File: src/rtl/demux12_buf_if.sv
// Stream bundle for demux12_buf: one valid/ready input, two valid/ready outputs
// with per-port delivery counters.
interface demux12_buf_if #(
    parameter int WIDTH = 32,
    parameter int CW    = 8
);
    logic             S1;
    logic [WIDTH-1:0] D;
    logic             DV;
    logic             DR;
    logic [WIDTH-1:0] Y0;
    logic             Y0V;
    logic             Y0R;
    logic [WIDTH-1:0] Y1;
    logic             Y1V;
    logic             Y1R;
    logic [CW-1:0]    CNT0;
    logic [CW-1:0]    CNT1;

    // master: producer plus both consumers; slave: the demux itself
    modport master (
        output S1, D, DV, Y0R, Y1R,
        input  DR, Y0, Y0V, Y1, Y1V, CNT0, CNT1
    );

    modport slave (
        input  S1, D, DV, Y0R, Y1R,
        output DR, Y0, Y0V, Y1, Y1V, CNT0, CNT1
    );
endinterface

File: src/rtl/demux12_buf.sv
// Buffered 1-to-2 demux: each accepted word is steered by S1 into one of two
// independent 2-entry FIFOs, so a stalled consumer never blocks the other port.
module demux12_buf_port #(
    parameter int WIDTH = 32,
    parameter int CW    = 8
) (
    input  logic             CLK,
    input  logic             RST,
    input  logic             push_i,
    input  logic [WIDTH-1:0] din_i,
    input  logic             pop_i,
    output logic [WIDTH-1:0] dout_o,
    output logic             vld_o,
    output logic             full_o,
    output logic [CW-1:0]    cnt_o
);
    logic [1:0][WIDTH-1:0] mem_q, mem_d;
    logic                  wptr_q, wptr_d;
    logic                  rptr_q, rptr_d;
    logic [1:0]            occ_q, occ_d;
    logic [CW-1:0]         cnt_q, cnt_d;

    always_comb begin
        mem_d  = mem_q;
        wptr_d = wptr_q;
        rptr_d = rptr_q;
        cnt_d  = cnt_q;
        occ_d  = occ_q;
        if (push_i) begin
            mem_d[wptr_q] = din_i;
            wptr_d        = ~wptr_q;
        end
        if (pop_i) begin
            rptr_d = ~rptr_q;
            cnt_d  = cnt_q + CW'(1);
        end
        // push+pop together leaves occupancy unchanged
        case ({push_i, pop_i})
            2'b10:   occ_d = occ_q + 2'd1;
            2'b01:   occ_d = occ_q - 2'd1;
            default: occ_d = occ_q;
        endcase
    end

    always_ff @(posedge CLK or posedge RST) begin
        if (RST) begin
            mem_q  <= '0;
            wptr_q <= 1'b0;
            rptr_q <= 1'b0;
            occ_q  <= 2'd0;
            cnt_q  <= '0;
        end else begin
            mem_q  <= mem_d;
            wptr_q <= wptr_d;
            rptr_q <= rptr_d;
            occ_q  <= occ_d;
            cnt_q  <= cnt_d;
        end
    end

    assign dout_o = mem_q[rptr_q];
    assign vld_o  = (occ_q != 2'd0);
    assign full_o = (occ_q == 2'd2);
    assign cnt_o  = cnt_q;
endmodule

module demux12_buf #(
    parameter int WIDTH = 32,
    parameter int CW    = 8
) (
    input  logic          CLK,
    input  logic          RST,
    demux12_buf_if.slave  bus
);
    logic [1:0]            push, pop, vld, full, rdy;
    logic [1:0][WIDTH-1:0] dout;
    logic [1:0][CW-1:0]    cnt;
    logic                  dr;

    // ready looks only at the selected FIFO, never at the consumers' ready
    assign dr     = ~full[bus.S1];
    assign bus.DR = dr;
    assign rdy    = {bus.Y1R, bus.Y0R};
    assign pop    = vld & rdy;

    for (genvar n = 0; n < 2; n++) begin : g_port
        assign push[n] = bus.DV & dr & (bus.S1 == 1'(n));

        demux12_buf_port #(.WIDTH(WIDTH), .CW(CW)) u_port (
            .CLK    (CLK),
            .RST    (RST),
            .push_i (push[n]),
            .din_i  (bus.D),
            .pop_i  (pop[n]),
            .dout_o (dout[n]),
            .vld_o  (vld[n]),
            .full_o (full[n]),
            .cnt_o  (cnt[n])
        );
    end

    assign bus.Y0   = dout[0];
    assign bus.Y1   = dout[1];
    assign bus.Y0V  = vld[0];
    assign bus.Y1V  = vld[1];
    assign bus.CNT0 = cnt[0];
    assign bus.CNT1 = cnt[1];
endmodule
File: src/flat_wrapper.sv
// flat-port wrapper written by rule: the top's interface ports become plain ports
module demux12_buf_flat 
#(
    parameter int WIDTH = 32,
    parameter int CW    = 8
)
  (CLK, RST, bus_S1, bus_D, bus_DV, bus_Y0R, bus_Y1R, bus_DR, bus_Y0, bus_Y0V, bus_Y1, bus_Y1V, bus_CNT0, bus_CNT1);
  demux12_buf_if #(.WIDTH(WIDTH), .CW(CW)) bus_i ();
  input  logic CLK;
  input  logic RST;
  input wire logic [$bits(bus_i.S1)-1:0] bus_S1;
  input wire logic [$bits(bus_i.D)-1:0] bus_D;
  input wire logic [$bits(bus_i.DV)-1:0] bus_DV;
  input wire logic [$bits(bus_i.Y0R)-1:0] bus_Y0R;
  input wire logic [$bits(bus_i.Y1R)-1:0] bus_Y1R;
  output wire logic [$bits(bus_i.DR)-1:0] bus_DR;
  output wire logic [$bits(bus_i.Y0)-1:0] bus_Y0;
  output wire logic [$bits(bus_i.Y0V)-1:0] bus_Y0V;
  output wire logic [$bits(bus_i.Y1)-1:0] bus_Y1;
  output wire logic [$bits(bus_i.Y1V)-1:0] bus_Y1V;
  output wire logic [$bits(bus_i.CNT0)-1:0] bus_CNT0;
  output wire logic [$bits(bus_i.CNT1)-1:0] bus_CNT1;
  assign bus_i.S1 = bus_S1;
  assign bus_i.D = bus_D;
  assign bus_i.DV = bus_DV;
  assign bus_i.Y0R = bus_Y0R;
  assign bus_i.Y1R = bus_Y1R;
  assign bus_DR = bus_i.DR;
  assign bus_Y0 = bus_i.Y0;
  assign bus_Y0V = bus_i.Y0V;
  assign bus_Y1 = bus_i.Y1;
  assign bus_Y1V = bus_i.Y1V;
  assign bus_CNT0 = bus_i.CNT0;
  assign bus_CNT1 = bus_i.CNT1;
  demux12_buf #(.WIDTH(WIDTH), .CW(CW)) u_core (.CLK(CLK), .RST(RST), .bus(bus_i));
endmodule
File: config.mk
export PLATFORM = sky130hd
export DESIGN_NAME = demux12_buf_flat
export DESIGN_NICKNAME = d
export VERILOG_FILES = /design/src/rtl/demux12_buf_if.sv /design/src/rtl/demux12_buf.sv /design/src/flat_wrapper.sv
export SDC_FILE = /design/constraint.sdc
export NUM_CORES = 1
export LEC_CHECK = 0
export BUFFER_PORTS_ARGS = -buffer_cell sky130_fd_sc_hd__buf_2
export CAP_MARGIN = 5
export CORE_MARGIN = 5
export CORE_UTILIZATION = 60
export DETAILED_ROUTE_END_ITERATION = 12
export HOLD_SLACK_MARGIN = 0.15
export PLACE_DENSITY_LB_ADDON = 0.25
export RECOVER_POWER = 25
export SYNTH_ARGS = -nofsm -noshare
export SYNTH_HDL_FRONTEND = slang
export SYNTH_SLANG_ARGS = --single-unit
File: constraint.sdc
create_clock -name CLK -period 11.21 [get_ports CLK]
set_input_delay 2.242 -clock CLK [delete_from_list [all_inputs] [get_ports CLK]]
set_output_delay 2.242 -clock CLK [all_outputs]
set_load 0.05 [all_outputs]
# Word-level counts from Yosys, hierarchy flattened
# Cells that the tools add are included.
[totals]
regBits = 152
output_inout_bits = 83
elab_cells = 61
[op_classes]
reduce_logical = 6
add_sub_neg = 6
mux = 14
n_lt_le_gt_ge = 7
n_eq_ne = 6
bitwise_logic = 10
[ops]
columns = ["cell", "n"]
rows = [
  ["$mux 32", 6],
  ["$bwmux 64", 2],
  ["$demux 32 s1", 2],
  ["$add 8x1->8 const B", 2],
  ["$lt 1x2->1 const B", 5],
  ["$eq 2x2->1 const B", 4],
  ["$pmux 2 s2", 2],
  ["$reduce_bool 2->1", 4],
  ["$not 1->1", 6],
  ["$add 2x1->2 const B", 2],
  ["$eq 2x1->1 const B", 2],
  ["$sub 2x1->2 const B", 2],
  ["$and 1x1->1", 3],
  ["$and 2x2->2", 1],
  ["$ge 1x1->1 const B", 2],
  ["$logic_and 1x1->1", 2],
  ["$mux 1", 2],
]

# Depth between registers and ports, before layout
# Gate-level depths: netlist (run 1).
[depth]
word_depth = 8
mapped_depth = 7
mapped_depth_nobuf = 6

# By module
# A second synthesis (run 1) with hierarchy kept.
[unflattened]
hier_cells = 435
hier_area_um2 = 6897.9
[modules_own_cells]
columns = ["module", "area_each_um2", "n_inst", "seq_area_each_um2", "cells_per_inst"]
rows = [
  ["demux12_buf_port", 3427.0, 2, 1901.8, 215],
  ["demux12_buf", 43.8, 1, 0.0, 5],
]

# Worst setup path before layout (run 1)
# No wires, ideal clock.
[synth_path]
path_type = "input to output"
from = "in bus_S1"
to = "out bus_DR"
n_path_buf = 0
path_slack_ns = 5.936
stages = 2
t_required_ns = 8.968
arrival_time_ns = 3.032
path_cell_list = "nor2_1 > a21oi_1"
[synth_between]
elab_chain_cells = 3
[synth_lines]
columns = ["element", "line", "text"]
rows = [
  ["from (decl)", "flat_wrapper.sv:11", "input wire logic [$bits(bus_i.S1)-1:0] bus_S1;"],
  ["$mux 1 (not written as such) (2 in series)", "demux12_buf.sv:81", "assign dr = ~full[bus.S1];"],
  ["$not 1->1", "demux12_buf.sv:81", ""],
  ["to (decl)", "flat_wrapper.sv:16", "output wire logic [$bits(bus_i.DR)-1:0] bus_DR;"],
]
# Every way passes these cells. The select of a mux whose other input is x is not followed.

==> results of run 1 <==
[through the flow]
stage | hold WS (ns) | instances | area [um2] | setup slack, ns | utilization, %
CTS | 0.4769 | 717 | 8004 | 6.125 | 71.01
global placement | 0.4531 | 686 | 7446 | 6.138 | 66.06
detailed placement | 0.4604 | 686 | 7446 | 6.134 | 66.06
floorplan | 0.4541 | 441 | 6825 | 4.875 | -
global route | 0.4943 | 717 | 7990 | 5.309 | 70.88
finish | 0.4743 | 717 | 7990 | 6.090 | 70.88
[cells in the mapped netlist]
master	number
a21oi_1	1
and3_1	2
and4bb_1	1
buf_12	3
buf_2	10
buf_6	7
clkbuf_1	2
dfrtp_1	152
ha_1	4
inv_1	3
mux2_1	9
mux2_2	153
mux2_4	30
nand2_1	11
nand2b_1	1
nand2b_4	1
nand3_1	3
nand3b_1	1
nand4_1	6
nand4_2	1
nand4b_4	1
nor2_1	5
nor2b_1	1
nor3_1	4
nor3_4	1
o21ai_2	2
or2_2	2
xnor2_1	16
xor2_1	8
[metal layers]
layer / wire, um / vias up
met4: 178 / 0
met2: 6485 / 94
met5: 0 / -
met3: 764 / 14
li1: - / 1807
met1: 5864 / 2011
[critical path: stages]
cell	delay [ns]
buf_2	0.10
clkinvlp_2	2.29
buf_4	0.86
[logic make-up after synthesis]
family,synth area share (%)
AND/OR/NAND/NOR,3.758
flip-flops,55.73
AO/OA/AOI/OAI,0.3299
multiplexers,33.33
adder cells (fa/ha/maj),0.7333
buffers and inverters,3.043
XOR/XNOR,3.080
[cell type report]
class / instances / area (um2)
flip-flops and latches: 152 / 3806
clock buffers: 22 / 484.2
repair buffers: 124 / 628.1
well taps: 143 / 178.9
fillers: 768 / 3282
multi-input cells: 264 / 2806
inverters: 3 / 12.51
clock inverters: 9 / 73.82
[final timing paths]
kind                                             startpoint                                 to  slack [ns]
max                                                     RST     u_core.g_port[1].u_port.rptr_q        6.09
min                        u_core.g_port[1].u_port.cnt_o[7]   u_core.g_port[1].u_port.cnt_o[7]        0.47
min reg2reg                u_core.g_port[1].u_port.cnt_o[7]   u_core.g_port[1].u_port.cnt_o[7]        0.47
max in group CLK                                     bus_S1                             bus_DR        6.11
max reg2reg                u_core.g_port[0].u_port.occ_q[0]   u_core.g_port[0].u_port.occ_q[1]        9.04
min in group asynchronous                               RST  u_core.g_port[0].u_port.mem_q[19]        3.06
[state kept, by name, summed over array words and instances, names as in the netlist]
signal	flops
u_core.g_port.u_port.cnt_o	16
u_core.g_port.u_port.mem_q	128
u_core.g_port.u_port.occ_q	4
u_core.g_port.u_port.rptr_q	2
u_core.g_port.u_port.wptr_q	2
==> flow_metrics.py, run 1 <==
metrics = {
    "clock_network": {
        "cts_tree": "done",
        "clkTransAtPathRegs_ns": 0.06,
        "cts_buffer_depth": 2,
        "cts_hold_buf": 0,
        "cts_sinks": 152,
        "cts_max_level": 4,
        "ctsResizeCount": 0,
        "numCtsBuffers": 17,
        "post_cts_buffers": 0,
        "cts_root_buf": "clkbuf_16",
        "clk_latency_ns": 0.41,
    },
    "worst_setup_path": {
        "path_class": "in -> async",
        "crit_required_ns": 11.64,
        "start_kind": "primary input",
        "r2r_cells": 5,
        "path_max_fanout": 97,
        "cp-end-kind": "asynchronous set/reset pin",
        "crit_arrival_ns": 5.55,
    },
    "run": {
        "max_cap_violations": 1,
    },
    "routing": {
        "via_count": 3926,
        "drt-wirelength-per-cell_um": 18.54,
        "ant_nets": 0,
        "vias_per_cell": 5.476,
        "drc": 0,
        "drt_iter0_drc": 167,
        "drt_pre_antenna_iters": 4,
        "drt-total-wl_um": 13290,
    },
    "sta": {
        "slew_violations": 98,
        "clock.fmax_mhz": 195.3,
        "rsz0062_at_grt": "false",
        "fin_crit_ns": 5.120,
        "post-route-period-util_pct": 45.67,
        "finalSetupViolCount": 0,
        "tns_ns": 0,
        "skew_ns": 0.006418,
        "slew_headroom_pct": -176.1,
        "finalHoldViolCount": 0,
        "worst-slew-pin-transition_ns": 4.119,
    },
    "status": {
        "violations": "max-capacitance violations, max-slew violations",
        "status": "complete, but fails checks",
    },
    "global_routing": {
        "use_met3_pct": 6.580,
        "antenna_found_initial": 0,
        "grt_pass1_wl_um": 21590,
        "met2_usage_pct": 32.99,
        "grt_max_degree": 98,
        "gr-total-overflow": 0,
        "use_met1_pct": 27.46,
        "grt.total_usage_pct": 20.83,
        "grt_pass1_vias": 4295,
        "grt_busiest_layer": "met2",
    },
    "floorplan": {
        "die_w_um": 116.7,
        "die_area_um2": 13610,
        "ios": 121,
        "initial_core_util_pct": 60.55,
        "coreArea_um2": 11270,
        "fp-row-count": 39,
        "die_h_um": 116.7,
    },
    "synth": {
        "syn_area_um2": 6825,
        "ys_warn_count": 0,
        "synth_top_area_share_pct": 55.73,
        "ys_seq_elements": 152,
        "synth_area_leaders": "dfrtp_1 56%, mux2_2 25%, mux2_4 6.6%, xnor2_1 2.1%, mux2_1 1.5%",
        "yosysTopAreaCell": "dfrtp_1",
        "yosysSeqAreaShare_pct": 55.73,
        "ys_types": 29,
        "post_synth.cell_area_avg_um2": 15.48,
        "synth_nets": 483,
        "syn_inst": 441,
    },
    "final_layout": {
        "area_delta_synth_final_pct": 17.07,
        "nets": 604,
        "final_layout_size_suffix_gt1_share_pct": 60.10,
        "diodes": 0,
        "final_common_cell": "mux2_2",
        "final_cell_mix": "153 x mux2_2, 150 x dfrtp_1, 118 x buf_2, 30 x mux2_4, 17 x clkbuf_16",
    },
    "min_path": {
        "hold_path_class": "reg -> reg",
        "hold_depth": 1,
    },
    "placed_design": {
        "gp_congestion": 0.7892,
        "io_buffers": 120,
        "dp_hpwl_um": 8349,
    },
}
Power of run 1 is left out: the tool's default activity adds up to more than one toggle a clock period on the data nets, which glitch-free logic cannot reach.
==> run 2: changes to the inputs <==
Settings changed: ABC_AREA set to 1, CORE_UTILIZATION 60 to 51.
Clock period 11.21 ns to 4.25 ns, I/O delays scaled along.
==> run 2 against run 1 <==
The flow still finishes with violations (max-capacitance violations, max-slew violations). Synthesized cell count is 100% higher. Setup slack worse by 5.1 ns. Largest cell class unchanged. Final cell count is 67% higher. Critical path type is now in -> reg.
==> flow_metrics.py, run 2 <==
metrics = {
    "floorplan": {
        "coreArea_um2": 13990,
        "die_area_um2": 16830,
        "die_h_um": 129.7,
        "initial_core_util_pct": 52.27,
        "fp-row-count": 43,
        "die_w_um": 129.7,
        "ios": 121,
    },
    "synth": {
        "yosysSeqAreaShare_pct": 52.02,
        "synthFlopType": "dfrtp_1",
        "ys_types": 28,
        "yosysMostFrequentCell": "nand2_1",
        "ys_warn_count": 0,
        "synth.mux.area_fraction_pct": 0,
        "synth_compound_area_share_pct": 15.67,
        "yosysTopAreaCell": "dfrtp_1",
        "synth_nets": 945,
        "ys_seq_elements": 152,
        "synthTopCellsByCount": "333 x nand2_1, 152 x dfrtp_1, 130 x o21ai_0",
        "synth-simple-area-share_pct": 19.85,
        "synth_area_leaders": "dfrtp_1 52%, nand2_1 17%, o21ai_0 8.9%, o21bai_1 6.6%, inv_1 6.1%",
        "synthAdderAreaFrac_pct": 0.6845,
        "async_reset_ff_share_pct": 100.0,
        "syn_area_um2": 7312,
        "synth_edf_count": 0,
        "post_synth.cell_area_avg_um2": 8.097,
        "syn_inst": 903,
        "synth_top_area_share_pct": 52.02,
        "synth_top_family_by_area": "simple AND/OR/NAND/NOR gates",
        "synth_xor_area_share_pct": 1.916,
    },
    "min_path": {
        "hold_depth": 2,
        "worstHoldStart": "u_core.g_port[1].u_port.mem_q[63]",
        "min_to": "u_core.g_port[1].u_port.mem_q[63]",
        "hold_path_class": "reg -> reg",
    },
    "worst_setup_path": {
        "reg2reg_slack_ns": 1.04,
        "worstReg2RegStart": "u_core.g_port[1].u_port.occ_q[0]",
        "start_kind": "primary input",
        "crit_arrival_ns": 3.65,
        "r2r_cells": 7,
        "slowest_delay_ns": 1.03,
        "path_class": "in -> reg",
        "crit_buf_inv": 2,
        "path_max_fanout": 37,
        "crit_required_ns": 4.59,
        "crit_path_cell_trace": "buf_2 -> nand3_2 -> nand3_1 -> nor2_4 -> buf_4 -> nand2_1 -> o21ai_0",
        "critPathSlowestCell": "nor2_4",
        "crit_family": "simple AND/OR/NAND/NOR gates",
        "cp-end-kind": "register",
        "timing.rr.end": "u_core.g_port[1].u_port.mem_q[17]",
    },
    "global_routing": {
        "grt_pass1_vias": 5785,
        "gr-total-overflow": 0,
        "antenna_found_initial": 1,
        "grt.total_usage_pct": 22.45,
        "grt_pass1_wl_um": 29700,
        "grt_max_degree": 94,
    },
    "sta": {
        "tns_ns": 0,
        "skew_ns": 0.005804,
        "clock.fmax_mhz": 302.5,
        "hold_slack_ns": 0.4977,
        "finalSetupViolCount": 0,
        "rsz0062_at_grt": "false",
        "slew_headroom_pct": -3.096,
        "fin_crit_ns": 3.306,
        "finalHoldViolCount": 0,
        "slew_violations": 33,
        "post-route-period-util_pct": 77.78,
        "worst-slew-pin-transition_ns": 1.538,
    },
    "clock_network": {
        "cts_tree": "done",
        "numCtsBuffers": 17,
        "cts_buffer_depth": 2,
        "cts_hold_buf": 0,
        "cts_sinks": 152,
        "clkTransAtPathRegs_ns": 0.06,
        "cts_max_level": 4,
        "clk_latency_ns": 0.42,
        "ctsResizeCount": 0,
        "cts_root_buf": "clkbuf_16",
        "post_cts_buffers": 0,
    },
    "placed_design": {
        "dp_hpwl_um": 11220,
        "io_buffers": 120,
        "gp_congestion": 0.7916,
        "post-place-cells": 1163,
    },
    "routing": {
        "drt_pre_antenna_iters": 5,
        "via_count": 6000,
        "drt-wirelength-per-cell_um": 14.68,
        "vias_per_cell": 5.021,
        "drt-total-wl_um": 17540,
        "drt_iter0_drc": 410,
        "drc": 0,
        "ant_nets": 0,
    },
    "final_layout": {
        "largest_register_ffs": 128,
        "nets": 1044,
        "final_common_cell": "nand2_1",
        "final_layout_size_suffix_gt1_share_pct": 16.75,
        "diodes": 0,
        "regMostFlops": "u_core.g_port.u_port.mem_q",
        "fin_cells": 1195,
        "final_cell_mix": "335 x nand2_1, 150 x dfrtp_1, 130 x o21ai_0, 120 x buf_2, 117 x inv_1",
        "area_delta_synth_final_pct": 17.45,
    },
    "run": {
        "max_cap_violations": 1,
    },
    "status": {
        "status": "complete, but fails checks",
        "violations": "max-capacitance violations, max-slew violations",
    },
}
## run 2: logic make-up after synthesis
family,after synthesis
fa+ha+maj,4
buf+inv,172
flops,152
xor+xnor,16
compound gates,197
simple gates,362
## run 2: worst max-delay path by stage
stage                              startpoint                                 to  slack [ns]  cells after the start
6_report                               bus_S1  u_core.g_port[1].u_port.mem_q[17]        0.94                      7
5_1_grt                                bus_S1  u_core.g_port[1].u_port.mem_q[15]        0.61                      7
4_1_cts        u_core.g_port[0].u_port.rptr_q                         bus_Y0[31]        1.20                      2
3_5_place_dp                           bus_S1  u_core.g_port[1].u_port.mem_q[18]        1.42                      6
3_3_place_gp                           bus_S1  u_core.g_port[1].u_port.mem_q[13]        1.51                      6
2_1_floorplan                             RST   u_core.g_port[0].u_port.cnt_o[0]        1.48                      1
## run 2: worst reg2reg max path, delay by kind of cell, from the launching register on
kind | cells | cell delay, ns
AOI/OAI and AO/OA | 1 | 0.08
buffers and inverters | 2 | 0.46
DFF | 1 | 0.41
and+or+nand+nor | 4 | 2.19
## run 2: area by class of cell
cell class	instances	area, um2
clock inverters	6	107.6
inverters	123	462.9
repair buffers	129	676.9
well taps	180	225.2
fillers	1284	5400
multi-input cells	579	2770
clock buffers	26	539.3
flip-flops and latches	152	3806
## run 2: routing by layer
metal  vias to the layer above  track usage, %  part of all wire, %
li1                       2991               -                    -
met1                      2823           31.24                   44
met4                         2           6.296                  1.9
met5                         -               0                0.040
met2                       160           34.43                   47
met3                        24           6.877                  7.0
## run 2: stage by stage
stage               util [%]  instance area [um2]  setup slack, ns
global route           61.40                 8588           0.6084
CTS                    61.57                 8612            1.196
finish                 61.40                 8588           0.9445
global placement       56.94                 7965            1.511
detailed placement     56.94                 7965            1.416
floorplan                  -                 7316            1.483
Power of run 2 is left out for the same reason.
